### src/rtl/soc_run_pkg.sv
// Shared types and helpers for the SoC run controller (soc_run_ctrl).
package soc_run_pkg;

   typedef enum logic [1:0] {HOLD, RELEASE, RUN, DONE} run_state_e;

   localparam logic RstEnable  = 1'b1;
   localparam logic RstDisable = 1'b0;

   // Hold-counter value at which channel k leaves reset.
   function automatic longint unsigned release_point(input int unsigned holdCycles,
                                                     input int unsigned stagger,
                                                     input int unsigned k);
      return longint'(holdCycles) + longint'(k) * longint'(stagger);
   endfunction

endpackage

### src/rtl/soc_run_ctrl_sat_counter.sv
// Saturating up-counter with synchronous clear and count enable.
module sat_counter #(
   parameter int unsigned CNT_W = 16
) (
   input  logic             clk,
   input  logic             rst,
   input  logic             clr_i,
   input  logic             en_i,
   output logic [CNT_W-1:0] cnt_o
);

   logic [CNT_W-1:0] cnt_q;
   logic [CNT_W-1:0] cnt_d;

   always_comb begin
      cnt_d = cnt_q;
      if (clr_i) begin
         cnt_d = '0;
      end else if (en_i && (cnt_q != '1)) begin
         cnt_d = cnt_q + 1'b1;
      end
   end

   always_ff @(posedge clk or posedge rst) begin
      if (rst) begin
         cnt_q <= '0;
      end else begin
         cnt_q <= cnt_d;
      end
   end

   assign cnt_o = cnt_q;

endmodule

### src/rtl/soc_run_ctrl.sv
// SoC run controller: staggered per-domain reset release, then a bounded run.
// SOC_RUN_TIMEOUT_EN enables the RUN_CYCLES budget and the timeout flag.
module soc_run_ctrl
   import soc_run_pkg::*;
#(
   parameter int unsigned NUM_CH      = 2,
   parameter int unsigned HOLD_CYCLES = 10,
   parameter int unsigned STAGGER     = 4,
   parameter int unsigned RUN_CYCLES  = 100,
   parameter int unsigned CNT_W       = 16
) (
   input  logic              clk,
   input  logic              rst,
   input  logic              start,
   input  logic              halt_req,
   output logic [NUM_CH-1:0] ch_rst_o,
   output logic              running,
   output logic              done,
   output logic              timeout,
   output logic [CNT_W-1:0]  cycle_cnt
);

   localparam longint unsigned LastRelFull = release_point(HOLD_CYCLES, STAGGER, NUM_CH - 1);
   localparam longint unsigned CntMax      = (64'd1 << CNT_W) - 64'd1;

   if (NUM_CH < 1 || HOLD_CYCLES < 1 || LastRelFull > CntMax ||
       longint'(RUN_CYCLES) > CntMax) begin : g_bad_cfg
      $error("soc_run_ctrl: release point or RUN_CYCLES does not fit in CNT_W");
   end

   run_state_e        state_q;
   logic [NUM_CH-1:0] chRst_q;
   logic              running_q;
   logic              done_q;

   logic [CNT_W-1:0]  holdCnt;
   logic [CNT_W-1:0]  holdNext;
   logic [CNT_W-1:0]  cycCnt;
   logic [CNT_W-1:0]  relPt [NUM_CH];

   logic holdEn, holdClr, cycEn, cycClr;
   logic firstHit, lastHit, haltHit, budgetHit;

   for (genvar k = 0; k < NUM_CH; k++) begin : g_rel
      assign relPt[k] = CNT_W'(release_point(HOLD_CYCLES, STAGGER, k));
   end

   // The hold counter stops before it could wrap, so a plain +1 is its next value.
   assign holdNext = holdCnt + 1'b1;

`ifdef SOC_RUN_TIMEOUT_EN
   localparam logic [CNT_W-1:0] BudgetLast = (RUN_CYCLES == 0) ? '0 : CNT_W'(RUN_CYCLES - 1);
   logic timeout_q;

   assign budgetHit = (state_q == RUN) && (RUN_CYCLES != 0) && (cycCnt == BudgetLast);
   assign timeout   = timeout_q;
`else
   assign budgetHit = 1'b0;
   assign timeout   = 1'b0;
`endif

   always_comb begin
      holdEn   = (state_q == HOLD) || (state_q == RELEASE);
      holdClr  = (state_q == DONE) && start;
      firstHit = holdEn && (holdNext >= relPt[0]);
      lastHit  = holdEn && (holdNext >= relPt[NUM_CH-1]);
      haltHit  = (state_q == RUN) && halt_req;
      cycClr   = lastHit || holdClr;
      cycEn    = (state_q == RUN) && !haltHit && !budgetHit;
   end

   sat_counter #(.CNT_W(CNT_W)) u_hold_cnt (
      .clk   (clk),
      .rst   (rst),
      .clr_i (holdClr),
      .en_i  (holdEn),
      .cnt_o (holdCnt)
   );

   sat_counter #(.CNT_W(CNT_W)) u_cycle_cnt (
      .clk   (clk),
      .rst   (rst),
      .clr_i (cycClr),
      .en_i  (cycEn),
      .cnt_o (cycCnt)
   );

   // Halt is checked before the budget so a coincident halt never reports a timeout.
   always_ff @(posedge clk or posedge rst) begin
      if (rst) begin
         state_q   <= HOLD;
         chRst_q   <= {NUM_CH{RstEnable}};
         running_q <= 1'b0;
         done_q    <= 1'b0;
`ifdef SOC_RUN_TIMEOUT_EN
         timeout_q <= 1'b0;
`endif
      end else begin
         case (state_q)
            HOLD, RELEASE: begin
               for (int k = 0; k < int'(NUM_CH); k++) begin
                  if (holdNext >= relPt[k]) begin
                     chRst_q[k] <= RstDisable;
                  end
               end
               if (lastHit) begin
                  state_q   <= RUN;
                  running_q <= 1'b1;
               end else if (firstHit) begin
                  state_q <= RELEASE;
               end
            end
            RUN: begin
               if (haltHit || budgetHit) begin
                  state_q   <= DONE;
                  chRst_q   <= {NUM_CH{RstEnable}};
                  running_q <= 1'b0;
                  done_q    <= 1'b1;
`ifdef SOC_RUN_TIMEOUT_EN
                  timeout_q <= !haltHit;
`endif
               end
            end
            DONE: begin
               if (start) begin
                  state_q <= HOLD;
                  done_q  <= 1'b0;
`ifdef SOC_RUN_TIMEOUT_EN
                  timeout_q <= 1'b0;
`endif
               end
            end
            default: begin
               state_q <= HOLD;
               chRst_q <= {NUM_CH{RstEnable}};
            end
         endcase
      end
   end

   assign ch_rst_o  = chRst_q;
   assign running   = running_q;
   assign done      = done_q;
   assign cycle_cnt = cycCnt;

endmodule
### config.mk
export PLATFORM = sky130hd
export DESIGN_NAME = soc_run_ctrl
export DESIGN_NICKNAME = d
export VERILOG_FILES = /design/src/rtl/soc_run_pkg.sv /design/src/rtl/soc_run_ctrl_sat_counter.sv /design/src/rtl/soc_run_ctrl.sv
export SDC_FILE = /design/constraint.sdc
export NUM_CORES = 1
export LEC_CHECK = 0
export BUFFER_PORTS_ARGS = -buffer_cell sky130_fd_sc_hd__buf_2
export CORE_MARGIN = 2
export CORE_UTILIZATION = 41
export DETAILED_ROUTE_END_ITERATION = 16
export PLACE_DENSITY = 0.57
export SYNTH_ARGS = -nofsm -noshare
export SYNTH_HDL_FRONTEND = slang
export SYNTH_SLANG_ARGS = --single-unit
### constraint.sdc
create_clock -name clk -period 4.6 [get_ports clk]
set_clock_uncertainty 0.15 [all_clocks]
set_input_delay 0.92 -clock clk [delete_from_list [all_inputs] [get_ports clk]]
set_output_delay 0.92 -clock clk [all_outputs]
set_load 0.01 [all_outputs]
; ---- Word-level counts from Yosys, hierarchy flattened
; Index checks and enable logic that the tools add are counted.
[word_totals]
register_bits = 38
inputBits = 4
out_inout_bits = 21
word_cells = 61
[op_classes]
addsub = 2
magnitude_cmp = 2
eq_ne = 11
muxes = 18
n_reduce_logical = 21
[op_table]
columns = operator, n
row1 = $mux 16, 4
row2 = $add 16x1->16 const B, 2
row3 = $ge 16x4->1 const B, 2
row4 = $ne 16x16->1 const B, 2
row5 = $reduce_and 3->1, 5
row6 = $ne 2x2->1 const B, 5
row7 = $mux 2, 4
row8 = $reduce_bool 2->1, 4
row9 = $logic_and 1x1->1, 7
row10 = $mux 1, 6
row11 = $pmux 2 s3, 1
row12 = $eq 2x2->1 const B, 2
row13 = $pmux 1 s2, 2
row14 = $pmux 2 s2, 1
row15 = $ne 3x3->1 const B, 1
row16 = $eq 2x1->1 const B, 1
row17 = $logic_not 2->1, 1
row18 = $logic_or 1x1->1, 2
row19 = $reduce_or 2->1, 1
row20 = $logic_not 1->1, 1

; ---- Logic depth before layout (Yosys ltp)
; Gate-level depths: netlist (run 1).
[logic_depth]
depth_word = 7
depth_mapped = 9
mapped_depth_nobuf = 7

; ---- Hierarchy
; A second synthesis (run 1) with hierarchy kept.
[unflattened]
cells_unflattened = 290
area_unflattened_um2 = 2566.2
[modules_own_cells]
columns = mod, n_inst, cells_each, area_each_um2, seq_area_each_um2
row1 = sat_counter, 2, 101, 932.1, 400.4
row2 = soc_run_ctrl, 1, 88, 701.9, 152.6

; ---- Worst setup path before layout (run 1)
; OpenSTA, ideal clock, no wires.
[synth_timing]
path_type = register to register
from = register u_hold_cnt.cnt_q[0], in the netlist u_hold_cnt.cnt_o[0]
to = register state_q[1]
setup_time_ns = 0.124
arrival_time_ns = 1.993
required_time_ns = 4.326
path_slack_ns = 2.334
stages_incl_launch_ff = 9
period_less_slack_ns = 2.266
path_cell_list = dfrtp_1 ha_1 buf_2 nand3_4 nor3_2 or4_4 a211oi_2 nand2_1 o31a_1
[synth_between]
elab_chain_cells = 5
elab_cells_between_ends = 9
classes_between = add/sub: 1 / order compare: 2 / eq/ne: 1 / mux: 2 / reduce/logical: 3
[synth_lines]
columns = item, line
row1 = start: declaration, soc_run_ctrl_sat_counter.sv:12  ; logic [CNT_W-1:0] cnt_q;
row2 = start signal: assignment, soc_run_ctrl_sat_counter.sv:28  ; cnt_q <= cnt_d;
row3 = $add 16x1->16 *, soc_run_ctrl.sv:49  ; assign holdNext = holdCnt + 1'b1;
row4 = "$ge 16x4->1, on equally long branches", "soc_run_ctrl.sv:65, soc_run_ctrl.sv:66"
row5 = "$logic_and 1x1->1, on equally long branches", "soc_run_ctrl.sv:65, soc_run_ctrl.sv:66"
row6 = $ne 3x3->1 (no source line) or $mux 2 (tied branches), --
row7 = $reduce_and 3->1 (no source line) or $pmux 2 s3 (tied branches), --
row8 = end signal: assignment, soc_run_ctrl.sv:91  ; state_q <= HOLD;
row9 = end signal: assignment, soc_run_ctrl.sv:107  ; state_q <= RUN;
row10 = end signal: assignment, soc_run_ctrl.sv:110  ; state_q <= RELEASE;
row11 = end: declaration, soc_run_ctrl.sv:31  ; run_state_e state_q;
; Every way passes the cells marked *; elsewhere a longest branch is shown, timed or not.
; A chain may end at the register's enable or synchronous reset.

; ---- Final worst setup path (run 1)
[layout_timing]
from = register u_hold_cnt.cnt_q[0], in the netlist u_hold_cnt.cnt_o[0]
to = register u_hold_cnt.cnt_q[9], in the netlist u_hold_cnt.cnt_o[9]
[layout_between]
elab_chain_cells = 3
elab_cells_between_ends = 6
classes_between = add/sub: 1 / eq/ne: 1 / mux: 2 / reduce/logical: 2
[layout_lines]
columns = item, line
row1 = $add 16x1->16 or $ne 16x16->1 (tied branches), "soc_run_ctrl_sat_counter.sv:20, soc_run_ctrl_sat_counter.sv:19"
row2 = $mux 16 or $logic_and 1x1->1 (tied branches), soc_run_ctrl_sat_counter.sv:19  ; end else if (en_i && (cnt_q != '1)) begin
row3 = $mux 16 or $reduce_bool 2->1 (tied branches), --
; Several ways; a longest one is shown, not always the timed one. The select of a mux whose other input is x is not followed.

==> impl_metrics.csv, run 1 <==
group,metric,value,unit
cells_and_area,syn2layout_area_growth,8.81,%
yosys,synth_nets,271,
clock_network,cts_setup_buffers,0,
yosys,synth_cell_types,52,
yosys,syn_inst,264,
yosys,ys_seq_elements,38,
min_path,min_to,"ch_rst_o[0]$_DFFE_PP1P_",
cells_and_area,final_cell_mix,"dfrtp_1, nor2_1, o21ai_0, buf_2, nand2_1",
worst_setup_path,critPathLaunchType,"flop",
clock_network,clk_pin_slew,90,ps
die,die_h,80.3,µm
worst_setup_path,worstReg2RegEnd,"u_hold_cnt.cnt_o[9]$_DFFE_PP0P_",
drt,drc_errors,0,
cells_and_area,diodes,0,
timing,maxSlewHeadroom,0.420,
worst_setup_path,endpoint_kind,"flop",
timing,tns,0,ps
placed_design,dpl.hpwl,3.56,mm
job,cap_viol_max_count,0,
timing,period_needed,2950,ps
global_route,antenna_found_initial,0,
clock_network,cts-root-buf,"clkbuf_8",
power_and_ir_drop,ir_drop,243,µV
timing,slew_violations,0,
clock_network,cts_buffer_depth,2,
die,dieArea,6450,µm²
global_route,grt_use_total,0.179,
global_route,grt_pass1_wl,9.19,mm
placed_design,port_buffers,23,
yosys,synth_warnings,0,
timing,clock.fmax,0.338,GHz
drt,drt_first_pass_iters,4,
min_path,hold_path_startpoint,"ch_rst_o[0]$_DFFE_PP1P_",
yosys,synth_edf_count,0,
cells_and_area,final_core_utilization,0.466,
power_and_ir_drop,p_per_area,470,nW/µm²
die,num_rows,27,
yosys,async_flop_share,1.00,
clock_network,cts_tree,"done",
timing,worstMarginPinSlew,870,ps
die,io_pins,25,
yosys,syn_area,2390,µm²
drt,vias,1938,
global_route,grt_overflow,0,
cells_and_area,final_common_cell,"dfrtp_1",
placed_design,gp_congestion,0.822,
min_path,hp-class,"reg -> reg",
global_route,grt_max_degree,39,
power_and_ir_drop,power,1.22,mW
yosys,synth.avg_cell_area,9.04,µm²
timing,holdWs,336,ps
power_and_ir_drop,total_leakage_power,1.07,nW
worst_setup_path,r2r_start,"u_hold_cnt.cnt_o[0]$_DFFE_PP0P_",
die,fp.coreArea,5570,µm²
timing,fin_crit_sh,0.642,
worst_setup_path,cp.required,4620,ps
clock_network,cts.sinks,38,
worst_setup_path,rr_worst_depth,7,
yosys,ys.flop_type,"dfrtp_1",
min_path,holdPathStages,2,
yosys,ys_seq_area_frac,0.400,
drt,final_antenna_net_count,0,
die,initial_core_util,0.428,
global_route,grt_pass1_vias,1876,
clock_network,htreeDepth,2,
cells_and_area,final_nets,284,
timing,setup_viol,0,
clock_network,cts_resized,0,
worst_setup_path,ff2ff_setup_slack,1650,ps
drt,routedWlPerCell,14.8,µm
drt,drt-initial-drc-count,116,
timing,hold_violations,0,
drt,wl,5.19,mm
worst_setup_path,worstPathMaxFanout,11,
placed_design,pre_cts_ws,1670,ps
worst_setup_path,crit_path_start,"u_hold_cnt.cnt_o[0]$_DFFE_PP0P_",
worst_setup_path,path_class,"reg -> reg",
worst_setup_path,arrival,2980,ps
timing,rsz0062_at_grt,"false",
clock_network,numCtsBuffers,5,
clock_network,hold_buffers,0,
cells_and_area,drive_gt1_frac,0.209,
die,chipWidth,80.3,µm
timing,final.setup.worst_slack,1650,ps
drt,vias_per_cell,5.54,
outcome,status,"completed",
clock_network,worstSkewPairLatency,290,ps
metal layers:
| layer | up-vias | GRT usage | part of all wire |
|---|---|---|---|
| li1 | 961 | - | - |
| met1 | 935 | 0.255 | 0.50 |
| met2 | 40 | 0.286 | 0.46 |
| met3 | 2 | 0.0337 | 0.038 |
| met4 | 0 | 0.0322 | 0.0048 |
| met5 | - | 0 | 0 |
logic make-up (layout without fill, tap and decap cells):
group | Yosys count | count (layout) | synth area share
other | 1 | 1 | 0.00157
AND/OR/NAND/NOR | 107 | 107 | 0.250
adder cells (fa/ha/maj) | 3 | 3 | 0.0157
XOR/XNOR | 22 | 22 | 0.0808
AO/OA/AOI/OAI | 63 | 63 | 0.188
multiplexers | 2 | 2 | 0.00839
buffers and inverters | 28 | 42 | 0.0566
flip-flops | 38 | 38 | 0.400
state kept, by name, indices dropped and copies added (netlist names):
signal,count
u_cycle_cnt.cnt_o,16
done,1
u_hold_cnt.cnt_o,16
ch_rst_o,2
running,1
state_q,2
stage by stage:
| step | cells | area, µm² |
|---|---|---|
| 3_3_place_gp | 342 | 2500 |
| 3_5_place_dp | 342 | 2500 |
| 5_1_grt | 350 | 2600 |
| 6_report | 350 | 2600 |
| 4_1_cts | 350 | 2600 |
| 2_1_floorplan | 264 | 2390 |
cell usage after synthesis, drive strengths merged, types with 4 or more instances:
cell type  count  area share
and4           6       0.024
xor2           7       0.026
dfrtp         36        0.38
buf           13       0.033
nand2         22       0.037
nor2          37       0.069
xnor2         15       0.055
o31ai          8       0.025
nand4          4       0.010
a21oi          6       0.013
clkbuf         5      0.0079
o21ai         24       0.050
nand3         20       0.052
inv           10       0.016
final cells by class:
class | count | area, µm²
Sequential cell | 38 | 953
Multi-Input combinational cell | 198 | 1300
Clock buffer | 6 | 82.6
Inverter | 10 | 37.5
Timing Repair Buffer | 24 | 123
Tap cell | 72 | 90.1
Fill cell | 553 | 2980
Clock inverter | 2 | 12.5
worst max path at each step:
stage	to	slack (ps)
after floorplan	state_q[1]$_DFFE_PP0P_	2330
after global routing	u_hold_cnt.cnt_o[2]$_DFFE_PP0P_	1310
final	u_hold_cnt.cnt_o[9]$_DFFE_PP0P_	1650
after global placement	u_hold_cnt.cnt_o[6]$_DFFE_PP0P_	1770
after detailed placement	u_hold_cnt.cnt_o[9]$_DFFE_PP0P_	1670
after CTS	u_hold_cnt.cnt_o[9]$_DFFE_PP0P_	1620
where the power goes:
group / internal (mW) / leakage [nW] / switching (mW)
Sequential: 0.394 / 0.508 / 0.134
Combinational: 0.180 / 0.519 / 0.268
Clock: 0.121 / 0.0472 / 0.125
critical path, cell delays in order (launching register included):
cell and delay [ps]:
dfrtp_1 540, ha_1 400, nand3_4 130, nor2_1 410, a41oi_2 320, nor2_1 600, o21ai_0 190, o41ai_1 90
No activity file was read; power rests on OpenSTA's default activity.
==> inputs of run 2 (changes only) <==
- PLACE_DENSITY: 0.57 -> 0.59
- clock period: 4.6 -> 2.5 ns (I/O delays scaled with it)
==> run 2 against run 1 <==
Against the previous run:
- critical path type unchanged
- critical endpoint is now state_q[1]$_DFFE_PP0P_
- total power up 96%
- via count rose by 2.3%
- fmax is 29% higher
- combinational power rose by 130%
- worst hold slack worse by 180 ps
- sequential power up 68%
- highest routed layer unchanged
- routed wire length is 0.56% higher
- non-clock buffer count grew 12
- sequential cell count unchanged
- worst setup slack worse by 1400 ps
- die area unchanged
- register-to-register slack got worse by 1400 ps
==> impl_metrics.csv, run 2 (same netlist as run 1, synthesis figures left out) <==
group,metric,value,unit
clock_network,cts_buffer_depth,2,
drt,final_antenna_net_count,0,
worst_setup_path,ff2ff_setup_slack,210,ps
cells_and_area,fin_area,2700,µm²
clock_network,cts.sinks,38,
global_route,grt_pass1_vias,1881,
timing,slew_violations,0,
power_and_ir_drop,total_leakage_power,1.14,nW
clock_network,numCtsBuffers,5,
drt,wl,5.22,mm
worst_setup_path,arrival,2320,ps
cells_and_area,fillers,555,
placed_design,dpl.hpwl,3.69,mm
drt,vias,1982,
outcome,status,"completed",
clock_network,cts_tree,"done",
drt,drc_errors,0,
cells_and_area,seqCellArea,955,µm²
timing,hold_violations,0,
cells_and_area,final_nets,296,
drt,routedWlPerCell,14.4,µm
die,initial_core_util,0.428,
cells_and_area,multi_input_area,1300,µm²
clock_network,hold_buffers,0,
timing,tns,0,ps
die,io_pins,25,
timing,clock.fmax,0.437,GHz
cells_and_area,syn2layout_area_growth,13.2,%
global_route,grt_overflow,0,
clock_network,clk_pin_slew,80,ps
clock_network,htreeDepth,2,
placed_design,port_buffers,23,
timing,period_needed,2290,ps
job,cap_viol_max_count,0,
die,num_rows,27,
cells_and_area,final_common_cell,"dfrtp_1",
worst_setup_path,path_class,"reg -> reg",
die,fp.coreArea,5570,µm²
die,chipWidth,80.3,µm
timing,fin_crit_sh,0.916,
die,die_h,80.3,µm
power_and_ir_drop,clockPowerShare,0.190,
placed_design,placement.cell_area,2600,µm²
timing,rsz0062_at_grt,"false",
global_route,grt_pass1_wl,9.22,mm
drt,vias_per_cell,5.48,
worst_setup_path,crit_path_start,"u_hold_cnt.cnt_o[0]$_DFFE_PP0P_",
power_and_ir_drop,seqPwrFrac,0.372,
die,dieArea,6450,µm²
cells_and_area,final_cell_mix,"dfrtp_1, nor2_1, o21ai_0, buf_2, nand2_1",
placed_design,gp_congestion,0.794,
power_and_ir_drop,p_per_area,885,nW/µm²
power_and_ir_drop,ir_drop,467,µV
worst_setup_path,cp.required,2530,ps
clock_network,worstSkewPairLatency,300,ps
global_route,grt_max_degree,39,
clock_network,cts-root-buf,"clkbuf_8",
worst_setup_path,endpoint_kind,"flop",
worst_setup_path,critPathLaunchType,"flop",
power_and_ir_drop,p_sw_frac,0.413,
global_route,antenna_found_initial,0,
power_and_ir_drop,pwr-share-comb,0.439,
power_and_ir_drop,p_sw,0.986,mW
worst_setup_path,r2r_start,"u_hold_cnt.cnt_o[0]$_DFFE_PP0P_",
timing,setup_viol,0,
worst_setup_path,worstPathMaxFanout,5,
drt,drt_first_pass_iters,4,
cells_and_area,diodes,0,
min_path,hp-class,"in -> async",
power_and_ir_drop,internal_power,1.40,mW
drt,drt-initial-drc-count,130,
cells_and_area,drive_gt1_frac,0.245,
global_route,grt_use_total,0.182,
-- run 2: area by class of cell --
type                            count  share of cell area
Tap cell                           72              0.0334
Multi-Input combinational cell    198               0.481
Inverter                           10              0.0139
Clock buffer                        6              0.0306
Clock inverter                      2             0.00463
Sequential cell                    38               0.354
Timing Repair Buffer               36              0.0834
-- run 2: power by group through the flow --
stage / clock network (mW) / registers [mW] / logic [mW]
floorplan: 0 / 0.830 / 0.812
global placement: 0 / 0.896 / 1.04
detailed placement: 0 / 0.899 / 1.05
CTS: 0.468 / 0.889 / 1.06
global route: 0.492 / 0.914 / 1.17
finish: 0.453 / 0.888 / 1.05
-- run 2: worst paths after layout --
path                                                   end  cells past startpoint
setup / recovery                    state_q[1]$_DFFE_PP0P_                      7
hold / removal             u_hold_cnt.cnt_o[2]$_DFFE_PP0P_                      3
setup reg to reg                    state_q[1]$_DFFE_PP0P_                      7
hold reg to reg                    ch_rst_o[0]$_DFFE_PP1P_                      2
max in group asynchronous          ch_rst_o[1]$_DFFE_PP1P_                      3
min in group clk                   ch_rst_o[0]$_DFFE_PP1P_                      2
-- run 2: per-layer routing --
layer / wire (µm) / up-vias / track usage
li1: - / 980 / -
met1: 2470 / 957 / 0.247
met2: 2460 / 38 / 0.288
met3: 226 / 7 / 0.0427
met4: 60 / 0 / 0.0559
met5: 0 / - / 0
-- run 2: critical path, stage by stage (launching register included) --
cell,delay (ps)
dfrtp_1,390
ha_1,250
nand3_4,120
nor3_2,80
or4_4,420
a211oi_2,330
nand2_1,180
o31a_1,260
-- run 2: through the flow --
stage	setup slack (ps)	hold slack [ps]	std cells	util	power, mW
2_1_floorplan	234	334	264	-	1.64
3_3_place_gp	221	337	354	0.467	1.93
3_5_place_dp	199	337	354	0.467	1.95
4_1_cts	186	172	362	0.484	2.42
5_1_grt	38.3	200	362	0.484	2.58
6_report	209	151	362	0.484	2.39
-- run 2: repair_timing --
item / CTS / global route
setup buffers: 0 / 0
setup endpoints to repair: 0 / 1
gates resized for setup: 0 / 1
